[src/rtl/vec_div_arb.sv]
// Round-robin arbiter/sequencer sharing one vec_div datapath among N_REQ requesters.
// Issues one start per grant, returns captured quotient/flags, aborts stalled transactions.
module vec_div_arb #(
    parameter int unsigned N_REQ     = 4,
    parameter int unsigned ARR_WIDTH = 8,
    parameter int unsigned FXP_N     = 16,
    parameter int unsigned TIMEOUT   = 255
) (
    input  logic                                        clk,
    input  logic                                        rst,
    input  logic [N_REQ-1:0]                            req,
    input  logic [N_REQ-1:0][ARR_WIDTH-1:0][FXP_N-1:0]  req_in_1,
    input  logic [N_REQ-1:0][ARR_WIDTH-1:0][FXP_N-1:0]  req_in_2,
    output logic [N_REQ-1:0]                            gnt,
    output logic [N_REQ-1:0]                            rsp_valid,
    output logic [ARR_WIDTH-1:0][FXP_N-1:0]             rsp_out,
    output logic                                        rsp_dbz,
    output logic                                        rsp_ovf,
    output logic                                        rsp_err,
    output logic                                        busy,
    output logic                                        div_start,
    output logic [ARR_WIDTH-1:0][FXP_N-1:0]             div_in_1,
    output logic [ARR_WIDTH-1:0][FXP_N-1:0]             div_in_2,
    input  logic                                        div_busy,
    input  logic                                        div_done,
    input  logic [ARR_WIDTH-1:0][FXP_N-1:0]             div_out,
    input  logic                                        div_dbz,
    input  logic                                        div_ovf
);

    localparam int unsigned IDX_W = (N_REQ > 1) ? $clog2(N_REQ) : 1;
    localparam int unsigned TMR_W = $clog2(TIMEOUT + 1);

    typedef enum logic [2:0] {StIdle, StIssue, StWait, StResp, StDrain} state_e;

    state_e                          state_q, state_d;
    logic [IDX_W-1:0]                ptr_q, ptr_d;
    logic [IDX_W-1:0]                gnt_idx_q, gnt_idx_d;
    logic [TMR_W-1:0]                timer_q, timer_d;
    logic                            timeout_q, timeout_d;
    logic [ARR_WIDTH-1:0][FXP_N-1:0] rsp_out_q, rsp_out_d;
    logic                            rsp_dbz_q, rsp_dbz_d;
    logic                            rsp_ovf_q, rsp_ovf_d;
    logic                            rsp_err_q, rsp_err_d;

    logic                            arb_found;
    logic [IDX_W-1:0]                arb_idx;
    logic [IDX_W-1:0]                arb_nxt;

    // Cyclic first-set scan starting at ptr.
    always_comb begin
        int unsigned cand;
        cand      = 0;
        arb_found = 1'b0;
        arb_idx   = '0;
        for (int unsigned i = 0; i < N_REQ; i++) begin
            cand = (32'(ptr_q) + i) % N_REQ;
            if (!arb_found && req[cand[IDX_W-1:0]]) begin
                arb_found = 1'b1;
                arb_idx   = cand[IDX_W-1:0];
            end
        end
        arb_nxt = IDX_W'((32'(arb_idx) + 32'd1) % N_REQ);
    end

    always_ff @(posedge clk) begin
        if (rst) begin
            state_q   <= StIdle;
            ptr_q     <= '0;
            gnt_idx_q <= '0;
            timer_q   <= '0;
            timeout_q <= 1'b0;
            rsp_out_q <= '0;
            rsp_dbz_q <= 1'b0;
            rsp_ovf_q <= 1'b0;
            rsp_err_q <= 1'b0;
        end else begin
            state_q   <= state_d;
            ptr_q     <= ptr_d;
            gnt_idx_q <= gnt_idx_d;
            timer_q   <= timer_d;
            timeout_q <= timeout_d;
            rsp_out_q <= rsp_out_d;
            rsp_dbz_q <= rsp_dbz_d;
            rsp_ovf_q <= rsp_ovf_d;
            rsp_err_q <= rsp_err_d;
        end
    end

    always_comb begin
        state_d   = state_q;
        ptr_d     = ptr_q;
        gnt_idx_d = gnt_idx_q;
        timer_d   = timer_q;
        timeout_d = timeout_q;
        rsp_out_d = rsp_out_q;
        rsp_dbz_d = rsp_dbz_q;
        rsp_ovf_d = rsp_ovf_q;
        rsp_err_d = rsp_err_q;
        unique case (state_q)
            StIdle: begin
                if (arb_found && !div_busy) begin
                    gnt_idx_d = arb_idx;
                    ptr_d     = arb_nxt;
                    state_d   = StIssue;
                end
            end
            StIssue: begin
                timer_d   = '0;
                timeout_d = 1'b0;
                state_d   = StWait;
            end
            StWait: begin
                if (div_done) begin
                    rsp_out_d = div_out;
                    rsp_dbz_d = div_dbz;
                    rsp_ovf_d = div_ovf;
                    rsp_err_d = 1'b0;
                    state_d   = StResp;
                end else if (timeout_q) begin
                    rsp_out_d = '0;
                    rsp_dbz_d = 1'b0;
                    rsp_ovf_d = 1'b0;
                    rsp_err_d = 1'b1;
                    state_d   = StResp;
                end else begin
                    // Expiry is registered so the abort response lands TIMEOUT+2 after start.
                    if (timer_q == TMR_W'(TIMEOUT - 1)) timeout_d = 1'b1;
                    timer_d = timer_q + 1'b1;
                end
            end
            StResp: begin
                state_d = rsp_err_q ? StDrain : StIdle;
            end
            StDrain: begin
                if (!div_busy) state_d = StIdle;
            end
            default: state_d = StIdle;
        endcase
    end

    always_comb begin
        busy      = (state_q != StIdle);
        div_start = (state_q == StIssue);
        gnt       = '0;
        rsp_valid = '0;
        if (state_q == StIssue || state_q == StWait || state_q == StResp) begin
            gnt = N_REQ'(1) << gnt_idx_q;
        end
        if (state_q == StResp) begin
            rsp_valid = N_REQ'(1) << gnt_idx_q;
        end
    end

    assign div_in_1 = req_in_1[gnt_idx_q];
    assign div_in_2 = req_in_2[gnt_idx_q];
    assign rsp_out  = rsp_out_q;
    assign rsp_dbz  = rsp_dbz_q;
    assign rsp_ovf  = rsp_ovf_q;
    assign rsp_err  = rsp_err_q;

endmodule

[config.mk]
export PLATFORM = sky130hd
export DESIGN_NAME = vec_div_arb
export DESIGN_NICKNAME = d
export VERILOG_FILES = /design/src/rtl/vec_div_arb.sv
export SDC_FILE = /design/constraint.sdc
export NUM_CORES = 1
export LEC_CHECK = 0
export CORE_AREA = 2 2 602 604
export DETAILED_ROUTE_END_ITERATION = 8
export DIE_AREA = 0 0 604 606
export MAX_ROUTING_LAYER = met4
export PLACE_DENSITY = 0.3
export SYNTH_ARGS = -nofsm -noshare
export SYNTH_HDL_FRONTEND = slang
export SYNTH_SLANG_ARGS = --single-unit
[constraint.sdc]
create_clock -name clk -period 2.9 [get_ports clk]
set_clock_uncertainty 0.05 [all_clocks]
set_input_delay 0.87 -clock clk [delete_from_list [all_inputs] [get_ports clk]]
set_output_delay 0.87 -clock clk [all_outputs]
set_load 0.02 [all_outputs]
==> out/metrics.yaml, run 1 <==
run_status:
  status: "finished with violations"
  failed_checks: "setup timing"
cells_and_area:
  layout.area.seq_um2: 2950
  area.growth.synth_to_final_pct: 224
  mostFrequentLayoutCells: "1242 x sky130_fd_sc_hd__clkdlybuf4s50_1, 256 x sky130_fd_sc_hd__mux4_2, 224 x sky130_fd_sc_hd__buf_6, 149 x sky130_fd_sc_hd__nor2_1, 144 x sky130_fd_sc_hd__dfxtp_1"
  num-fill-cells: 41400
  design_area_um2: 36700
  multi_input_comb_area_um2: 7930
  mostFrequentLayoutCell: "sky130_fd_sc_hd__clkdlybuf4s50_1"
  post_route_cells_drive_above_1_share_pct: 31.8
  final_net_count: 3742
sta:
  finalHoldWorstSlack_ns: 0.460
  setup_violating_endpoint_count_in_the_final_report: 259
  rsz0062_at_grt: "yes"
  timing_worst_slew_pin_value_ns: 0.612
  final_min_period_over_clock_period_pct: 113
  max_slew_margin_pct: 59.1
  finalWorstSetupSlack_ns: -0.364
  achievable-frequency_mhz: 306
  fin_crit_ns: 3.26
  setup_tns_ns: -50.66
  drv_slew: 0
  timing_hold_violations_final: 0
placed_design:
  detailed_place.area_um2: 33700
  buffer_ports.inserted: 1558
  finalWeightedCongestion: 0.941
  place_hpwl_mm: 247
critical_path:
  reg2regPathDepth: 8
  critical_path_class: "register to output port"
  critPathMaxFanout: 8
  r2r_start: "state_q[1]"
  cp_data_arrival_time_ns: 2.34
  worst_r2r_endpoint: "rsp_out[26]"
  critical_path.endpoint: "div_in_2[22]"
  critical_path_rt_ns: 1.98
  r2r_slack_ns: 0.67
  worstSetupEndpointType: "output port"
  crit_path_start_kind: "register"
  critical_path.startpoint: "gnt_idx_q[0]"
clock_tree:
  cts-htree-levels: 4
  clockBufferDepth: 3
  cts_inserted_buffers: 25
  cts_clock_pin_slew_for_the_worst_setup_and_hold_paths_ns: 0.06
  root_buffer: "sky130_fd_sc_hd__clkbuf_16"
  cts_hold_buffers: 0
  numClockSinks: 147
  worstSkewPairLatency_ns: 0.53
  tritoncts: "done"
detailed_routing:
  detailedRoute.firstIterationViolations: 1617
  post_detailed_route_count_of_antenna_violating_nets: 0
  drc: 0
  finalWirelength_mm: 267
  route.detailed.vias_per_inst: 2.45
  detailroute.via_count: 18300
  firstDrtPassIters: 5
  post_drt_wl_per_cell_um: 35.7
synthesis:
  portion_of_synthesized_cell_area_occupied_by_the_leading_cell_type_pct: 50.9
  portion_of_the_post_synthesis_area_used_by_sequential_elements_pct: 26.0
  yosys_warnings: 0
  post_synth_main_area_contributors: "sky130_fd_sc_hd__mux4_2 51%, sky130_fd_sc_hd__dfxtp_1 26%, sky130_fd_sc_hd__a22oi_1 8.7%"
  average_footprint_of_a_synthesized_cell_um2: 13.0
  postSynthNetCount: 2035
  ys_ff_latch: 147
  post_synth_num_cell_types: 46
  yosys.area.top_type: "sky130_fd_sc_hd__mux4_2"
  post_synth_instance_area_um2: 11300
  netlist_instances: 871
floorplanning:
  num_rows: 221
  core_footprint_um2: 360000
  floorplan.die.height_um: 606
  die_width_um: 604
  initial_utilization_pct: 3.14
  fp.dieArea_um2: 366000
  number_of_ports_placed_on_the_die_boundary: 1559
pwr:
  power_leakage_nw: 11.8
  vdd.ir_drop.worst_v: 0.000325
  power-per-cell-area_nw_per_um2: 417
  post-layout-total-power_mw: 15.3
grt:
  grt_start_max_net_pins: 61
  global_route_wire_length_before_repair_mm: 304
  grt.total_usage_pct: 14.3
  grt_antenna_before_repair: 292
  global_route.overflow_total: 0
  first_global_vias: 17800
hold_path:
  hold_class: "register to register"
job:
  max_cap_violations: 0
worst max-delay path, cell delays in order (launching register included):
cell and delay (ns):
sky130_fd_sc_hd__dfxtp_4 0.39, sky130_fd_sc_hd__buf_12 0.14, sky130_fd_sc_hd__buf_16 0.16, sky130_fd_sc_hd__buf_6 0.14, sky130_fd_sc_hd__buf_6 0.14, sky130_fd_sc_hd__mux4_2 0.62
sky130_fd_sc_hd__buf_6 0.19
layer usage:
layer | track usage [%] | vias up | wire [µm]
met5 | - | - | 0
met4 | 4.66 | 0 | 11900
met3 | 3.76 | 496 | 19200
met2 | 26.3 | 1424 | 141000
met1 | 14.6 | 9206 | 94800
li1 | - | 7186 | -
cell usage after synthesis (all sizes together):
cell     number
xor2          6
nand3         4
or3           2
a22oi       131
nor3b         2
nand4         2
and4b         1
a21oi         8
mux2i         1
a31oi         1
buf          73
nand2b        3
mux2          1
and3          1
o31ai         1
o21ai         3
o21bai        1
or4b          2
a211oi        1
or2           1
ha            2
a2bb2oi       2
mux4        256
o311ai        1
o31a          1
dfxtp       147
o221ai        1
nor2b         1
clkbuf       33
xnor2         1
and2          3
o22a          2
nor2        152
nor4          3
inv           5
nor3          9
a21o          2
nand2         5
per-stage QoR:
| stage | instances | setup WS [ns] | utilization [%] |
|---|---|---|---|
| floorplan | 871 | 0.435 | - |
| global placement | 7232 | -0.961 | 9.36 |
| detailed placement | 7232 | -0.961 | 9.36 |
| CTS | 7346 | -0.470 | 9.91 |
| global route | 7458 | -0.437 | 10.2 |
| finish | 7483 | -0.364 | 10.2 |
final cells by class:
| cell class | instances | share of cell area, % |
|---|---|---|
| clock inverters | 2 | 0.0409 |
| multi-input cells | 613 | 21.6 |
| inverters | 5 | 0.0511 |
| repair buffers | 1786 | 51.3 |
| diodes | 105 | 0.715 |
| clock buffers | 31 | 1.90 |
| well taps | 4794 | 16.3 |
| flip-flops and latches | 147 | 8.04 |
worst min path at each step:
stage | start | endpoint | slack (ns) | cells after the start
2_1_floorplan | timer_q[5] | timer_q[5] | 0.42 | 2
4_1_cts | rsp_out[103] | rsp_out[103] | 0.47 | 2
6_report | rsp_out[103] | rsp_out[103] | 0.46 | 2
5_1_grt | rsp_out[79] | rsp_out[79] | 0.48 | 2
3_3_place_gp | timer_q[7] | timer_q[7] | 0.44 | 2
3_5_place_dp | timer_q[4] | timer_q[4] | 0.45 | 2
flip-flops by register name, summed over array words and instances (netlist names):
| signal | count |
|---|---|
| state_q | 3 |
| rsp_out | 128 |
| timer_q | 8 |
| gnt_idx_q | 2 |
| ptr_q | 2 |
| rsp_err | 1 |
| timeout_q | 1 |
| rsp_dbz | 1 |
| rsp_ovf | 1 |
where the power goes:
group          leakage [nW]  internal, mW  switching, mW  total (mW)
clock network         0.346          1.67           1.18        2.86
logic                  10.2          5.12           5.03        10.2
registers              1.19          2.18          0.141        2.32
what timing repair did:
item | 4_1_cts | 5_1_grt
gates resized for setup | 889 | 159
endpoints found under the setup margin | 266 | 264
pin swaps | 0 | 2
buffers inserted | 75 | 36
gates cloned | 7 | 3
kinds of logic (layout without fill, tap and decap cells):
group	Yosys count	after routing	share of synthesized area, %
compound gates	155	155	10.2
fa+ha+maj	2	2	0.221
simple gates	191	191	7.23
mux	258	258	51.1
flops	147	147	26.0
xor+xnor	7	7	0.542
other cells	0	105	0
buf+inv	111	1824	4.70
Power figures use the tool's default switching activity.
==> run 2, diff against run 1 <==
--- a/config.mk
+++ b/config.mk
@@ -10,6 +10,7 @@
 export DIE_AREA = 0 0 604 606
 export MAX_ROUTING_LAYER = met4
 export PLACE_DENSITY = 0.3
+export SLEW_MARGIN = 20
 export SYNTH_ARGS = -nofsm -noshare
 export SYNTH_HDL_FRONTEND = slang
 export SYNTH_SLANG_ARGS = --single-unit
==> results of run 2 <==
The final DEF is identical to that of run 1; final timing and power are the same.
